<file path="src/rtl/serial_adder.sv">
// Bit-serial adder: one full-adder cell and a carry flip-flop, LSB first, WIDTH cycles per operation.
// Optional macro SERIAL_ADDER_OVF_EN adds a registered signed-overflow flag on ovf_out.
module serial_adder #(
    parameter int WIDTH = 8
) (
    input  logic             clk,
    input  logic             rst_n,
    input  logic             start_valid,
    output logic             start_ready,
    input  logic [WIDTH-1:0] a_in,
    input  logic [WIDTH-1:0] b_in,
    input  logic             c_in,
    output logic [WIDTH-1:0] sum_out,
    output logic             cout_out,
    output logic             done_valid,
    input  logic             done_ready,
    output logic             busy
`ifdef SERIAL_ADDER_OVF_EN
    ,
    output logic             ovf_out
`endif
);

    localparam int CW = $clog2(WIDTH);
    localparam logic [CW-1:0] LAST_BIT = CW'(WIDTH - 1);

    typedef enum logic [1:0] {
        IDLE,
        RUN,
        DONE
    } state_t;

    state_t           r_state;
    state_t           w_next_state;
    logic [WIDTH-1:0] r_a;
    logic [WIDTH-1:0] r_b;
    logic [WIDTH-1:0] r_sum;
    logic             r_carry;
    logic [CW-1:0]    r_cnt;

    logic w_accept;
    logic w_last;
    logic w_bit;
    logic w_carry;

    assign w_accept = (r_state == IDLE) && start_valid;
    assign w_last   = (r_state == RUN) && (r_cnt == LAST_BIT);

    // The single full-adder cell.
    assign w_bit   = r_a[0] ^ r_b[0] ^ r_carry;
    assign w_carry = (r_a[0] & r_b[0]) | ((r_a[0] ^ r_b[0]) & r_carry);

    // NOTE: state is written with non-blocking assignments so every flop samples pre-edge values.
    always_ff @(posedge clk or negedge rst_n) begin
        if (!rst_n) r_state <= IDLE;
        else        r_state <= w_next_state;
    end

    // NOTE: the default assignment first keeps this block purely combinational (no latch).
    always_comb begin
        w_next_state = r_state;
        unique case (r_state)
            IDLE:    if (start_valid) w_next_state = RUN;
            RUN:     if (w_last)      w_next_state = DONE;
            DONE:    if (done_ready)  w_next_state = IDLE;
            default: w_next_state = IDLE;
        endcase
    end

    // The carry register doubles as the carry-out, so it holds the result through DONE and IDLE.
    always_ff @(posedge clk or negedge rst_n) begin
        if (!rst_n) begin
            r_a     <= '0;
            r_b     <= '0;
            r_sum   <= '0;
            r_carry <= 1'b0;
            r_cnt   <= '0;
        end else if (w_accept) begin
            r_a     <= a_in;
            r_b     <= b_in;
            r_carry <= c_in;
            r_cnt   <= '0;
        end else if (r_state == RUN) begin
            r_a     <= r_a >> 1;
            r_b     <= r_b >> 1;
            r_sum   <= {w_bit, r_sum[WIDTH-1:1]};
            r_carry <= w_carry;
            r_cnt   <= r_cnt + CW'(1);
        end
    end

`ifdef SERIAL_ADDER_OVF_EN
    logic r_ovf;

    // On the final RUN edge r_carry is the carry into the MSB and w_carry the carry out of it.
    always_ff @(posedge clk or negedge rst_n) begin
        if (!rst_n)      r_ovf <= 1'b0;
        else if (w_last) r_ovf <= r_carry ^ w_carry;
    end

    assign ovf_out = r_ovf;
`endif

    assign start_ready = (r_state == IDLE);
    assign done_valid  = (r_state == DONE);
    assign busy        = (r_state != IDLE);
    assign sum_out     = r_sum;
    assign cout_out    = r_carry;

endmodule

</file>
<file path="config.mk">
export PLATFORM = sky130hd
export DESIGN_NAME = serial_adder
export DESIGN_NICKNAME = d
export VERILOG_FILES = /design/src/rtl/serial_adder.sv
export SDC_FILE = /design/constraint.sdc
export NUM_CORES = 1
export LEC_CHECK = 0
export ABC_AREA = 0
export CORE_ASPECT_RATIO = 2
export CORE_UTILIZATION = 45
export CTS_CLUSTER_SIZE = 12
export DETAILED_ROUTE_END_ITERATION = 7
export PLACE_DENSITY = 0.73
export SYNTH_ARGS = -nofsm -noshare
export SYNTH_HDL_FRONTEND = slang
export SYNTH_SLANG_ARGS = --single-unit
export TNS_END_PERCENT = 10
</file>
<file path="constraint.sdc">
create_clock -name clk -period 1.4 [get_ports clk]
set_clock_uncertainty 0.1 [all_clocks]
set_input_delay 0.14 -clock clk [delete_from_list [all_inputs] [get_ports clk]]
set_output_delay 0.14 -clock clk [all_outputs]
set_load 0.03 [all_outputs]
</file>
# --- Word-level counts from Yosys, hierarchy flattened ---
# Index checks and enable logic that the tools add are counted.
totals:
  output_inout_bits: 12
  elab_cells: 38
  register_bits: 30
  romBits: 0
  mem_bits_rw: 0
  mem_count: 0
  latch_bits: 0
  inputBits: 21
op_classes:
  n_eq_ne: 6
  shifts: 0
  n_lt_le_gt_ge: 0
  n_mux: 12
  reduce_logical: 7
  add_sub_neg: 1
  n_bitwise: 6
  div_mod_pow: 0
  mul: 0
op_table:
  columns: ["operator", "count"]
  rows:
  - ["8-bit two-way mux", 4]
  - ["2-bit two-way mux", 3]
  - ["3-bit two-way mux", 2]
  - ["2-bit case mux with 3 select lines", 1]
  - ["2-bit != test (second input constant)", 2]
  - ["2-bit nonzero test", 2]
  - ["3-bit by 1-bit adder with 3-bit output (second input constant)", 1]
  - ["3-bit == test (second input constant)", 1]
  - ["3-bit AND reduction", 1]
  - ["1-bit AND", 2]
  - ["2-bit by 1-bit == test with 1-bit output (second input constant)", 1]
  - ["2-bit == test (second input constant)", 1]
  - ["1-bit logical AND", 2]
  - ["2-bit zero test", 1]
  - ["1-bit two-way mux", 2]
  - ["2-bit by 1-bit != test with 1-bit output (second input constant)", 1]
  - ["2-bit AND reduction", 1]
  - ["1-bit XOR", 2]
  - ["1-bit NOT", 1]
  - ["1-bit bitwise OR", 1]

# --- Depth between registers and ports, before layout ---
depth:
  depth_word: 5
  depth_mapped: 5
  depth_no_buf: 4

# --- Least setup slack after synthesis ---
# Ideal clock, no wire load.
synth_path:
  path_type: "register -> output"
  startpoint: "register r_state[0]"
  endpoint: "output port busy"
  t_required_ps: 1160
  path_slack_ps: -212
  n_path_buf: 1
  path_stages_with_launch: 4
  t_arrival_ps: 1372
  path_cell_list: "dfrtp_1 buf_6 nor2_1 inv_1"
synth_via:
  elab_chain_cells: 1
synth_lines:
  columns: ["item", "line_no", "rtl"]
  rows:
  - ["from (decl)", "33", "state_t r_state;"]
  - ["from (signal assigned)", "56", "else r_state <= w_next_state;"]
  - ["2-bit nonzero test", "106", "assign busy = (r_state != IDLE);"]
  - ["to (decl)", "17", "output logic busy"]
# No other way between the ends.

# --- Final worst setup path ---
# Ends and elaborated chain as after synthesis.

==> results.md <==
* Antenna-violating nets left at 0
* I/O pin cnt at 33
* Clock Tree Root: clkbuf_8
* Most frequent cells after synthesis: dfrtp_1, nand2_1, o22ai_1
* # nets final at 201
* Synth Area in XOR/XNOR at 0%
* Synth Area in Adders at 3.27%
* Port buffer count at 32
* EDFF count, synth at 0
* Routed met3 length at 144 microns
* Worst Setup Slack, final at -0.0414 ns
* Pwr dens at 2290 nW/um^2
* Largest net degree at the start of global routing at 31
* Top Metal Used: met4
* Worst-path clk slew at 0.06 ns
* Placed inst area at 1740 sq um
* Final worst path period share at 103%
* Initial core utilization at 46.9%
* Initial antenna violation count at 0
* CP Class: reg2out
* Clock Tree Buf Depth at 2
* M1 wire length at 1.23 mm
* Post-Layout Inst Area at 1910 sq um
* Grt total ovfl at 0
* Synth Net Count at 158
* Register bit total from synthesis at 30
* Synth Area in Simple Gates at 14.9%
* Hold-fix buffers at CTS at 0
* Worst path arrival time at 1.20 ns
* WL final at 3.22 mm
* Outcome: finished, violations left
* Synth Instances at 134
* Relative slew slack at 80.1%
* Final std cells w/o fill at 208
* First-pass DRT Iterations at 4
* CTS Sinks at 30
* Net Sw Power at 1.76 mW
* Die Span Y at 80.3 microns
* Via Count at 1223
* Primary FF master, synth: dfrtp_1
* Syn avg cell area at 10.3 sq um
* Cell Area, Synth at 1380 sq um
* Post-DP HPWL at 2.12 mm
* Crit end category: output port
* FMAX at 0.694 GHz
* Worst-skew pair later-pin latency at 0.28 ns
* Endpoints failing hold at 0
* Reg2Reg Depth at 3
* Gate power share at 47.3%
* Ant diodes at 0
* CTS HTree Levels at 2
* Rows at 28
* Initial DRC Count at 51
* Wire per inst at 15.5 microns
* Vias per cell at 5.88
* Yosys top cell by area: dfrtp_1
* Residual DRC count at 0
* Die Wd at 41.1 microns
* TritonCTS clock tree: done
* Data required time of the worst path at 1.16 ns
* Minimum clock period at 1.44 ns
* Dpl ws at -0.0921 ns
* Worst R2R Start: r_state[1]$_DFFE_PN0P_
* Core ar. at 2940 sq um
* Internal power at 2.60 mW
* Main combinational cell family by area after synthesis: compound AO/OA/AOI/OAI gates
* CP Launch Type: register
* Hold Crit Class: in2async
* Num CTS Buffers at 5
* YS warnings at 0
* Worst R2R Setup Slack at 0.03 ns
* Slew of the pin with the lowest slew margin at 0.299 ns
* Mux share of post-synthesis cell area at 0%
* Top area cells in the synthesized netlist: dfrtp_1, o22ai_1, nand2_1
* Die area at 3300 sq um
* FILL cells at 269
* Gr usage total at 22.3%
* Final GP Congestion at 0.772
* Cell with the most instances after synthesis: dfrtp_1
* Met2 WL at 1.77 mm
* Failing checks: setup timing
* Area delta synth->final at 38.5%
* RSZ-0062 raised after global routing: yes
* Synth Area in Compound Gates at 21.6%
* Library cells used by synthesis at 27
* Global-route wire length before repair at 5.02 mm
* Clock power share at 16.2%
* Vias in the first global route at 1113
* VDD IR max at 1240 uV
* Top-area cell type share of the netlist area at 54.4%
* Sequential fraction of the synthesis area at 54.4%
* Switching part of the total at 40.3%
* Worst flop-to-flop path endpoint: r_a[4]$_DFFE_PN0P_
* Tot Pwr at 4.37 mW
* Ys async rst share at 100%
* Register share of total power at 36.6%
* CP max FO at 6
* Proportion of layout cells with a drive suffix above 1 at 20.2%
* Fin. max-slew vios at 0
* Max-cap violations at 0
* Final setup viols at 2
* Number of instances in the placed design at 195
* Lkg Pwr at 0.863 nW
[state kept, by name, indices dropped and copies added, names as in the netlist]
signal / count
r_a: 8
r_cnt: 3
cout_out: 1
r_state: 2
sum_out: 8
r_b: 8
[stage by stage]
stage / hold WS (ns) / setup TNS [ns] / utilization [%]
5_1_grt: 0.148 / -0.156 / 64.9
3_5_place_dp: 0.371 / -0.962 / 59.0
4_1_cts: 0.127 / -0.192 / 62.4
6_report: 0.126 / -0.0562 / 64.9
3_3_place_gp: 0.359 / -0.317 / 59.0
2_1_floorplan: -0.256 / 0 / -
[worst max-delay path by stage]
stage	start	to	slack, ns	cells past startpoint
after floorplan	r_state[0]$_DFFE_PN0P_	busy	0.02	3
after global placement	start_valid	r_b[6]$_DFFE_PN0P_	-0.03	4
after detailed placement	start_valid	r_b[6]$_DFFE_PN0P_	-0.09	4
after CTS	r_state[0]$_DFFE_PN0P_	busy	-0.13	4
after global routing	r_state[0]$_DFFE_PN0P_	busy	-0.08	4
final	r_state[0]$_DFFE_PN0P_	busy	-0.04	4
[critical path, stage by stage (launching register included)]
cell and delay (ns):
dfrtp_2 0.45, buf_6 0.14, nor2_4 0.16, inv_2 0.05, buf_6 0.13
[power groups by stage]
| stage | combinational, mW | sequential, mW | clock (mW) |
|---|---|---|---|
| finish | 2.06 | 1.60 | 0.705 |
| global route | 2.25 | 1.64 | 0.776 |
| floorplan | 1.19 | 1.73 | 0 |
| global placement | 1.84 | 1.59 | 0 |
| detailed placement | 1.92 | 1.60 | 0 |
| CTS | 1.89 | 1.60 | 0.724 |
[what timing repair did]
item | 4_1_cts | 5_1_grt
gates resized for setup | 16 | 8
buffers inserted | 0 | 5
setup endpoints to repair | 12 | 6
pin swaps | 1 | 1
[placed cells by master (no fill, tap or decap), types with 3 or more instances in the layout]
master            n
a21oi_1          12
a2bb2oi_1         3
buf_4            11
buf_6             4
clkbuf_8          6
clkdlybuf4s50_1  20
dfrtp_1          28
dlygate4sd2_1     8
nand2_1          28
nor2_4            3
o22ai_1          23
[logic make-up after synthesis]
kind of cell / after synthesis
buf+inv: 12
fa+ha+maj: 3
flops: 30
simple gates: 42
compound gates: 47
[routing by layer]
metal / vias up / track usage, %
met4: 0 / 10.3
met1: 598 / 27.2
li1: 563 / -
met3: 9 / 4.97
met2: 53 / 35.3
met5: - / 0
[cell type report]
cell class / instances / area, sq um / area share [%]
Clock buffer: 7 / 86.3 / 4.52
Clock inverter: 1 / 5.00 / 0.262
Inverter: 3 / 13.8 / 0.721
Multi-Input combinational cell: 92 / 586 / 30.7
Sequential cell: 30 / 753 / 39.4
Tap cell: 30 / 37.5 / 1.97
Timing Repair Buffer: 45 / 428 / 22.4
No activity file was read; power rests on OpenSTA's default activity.
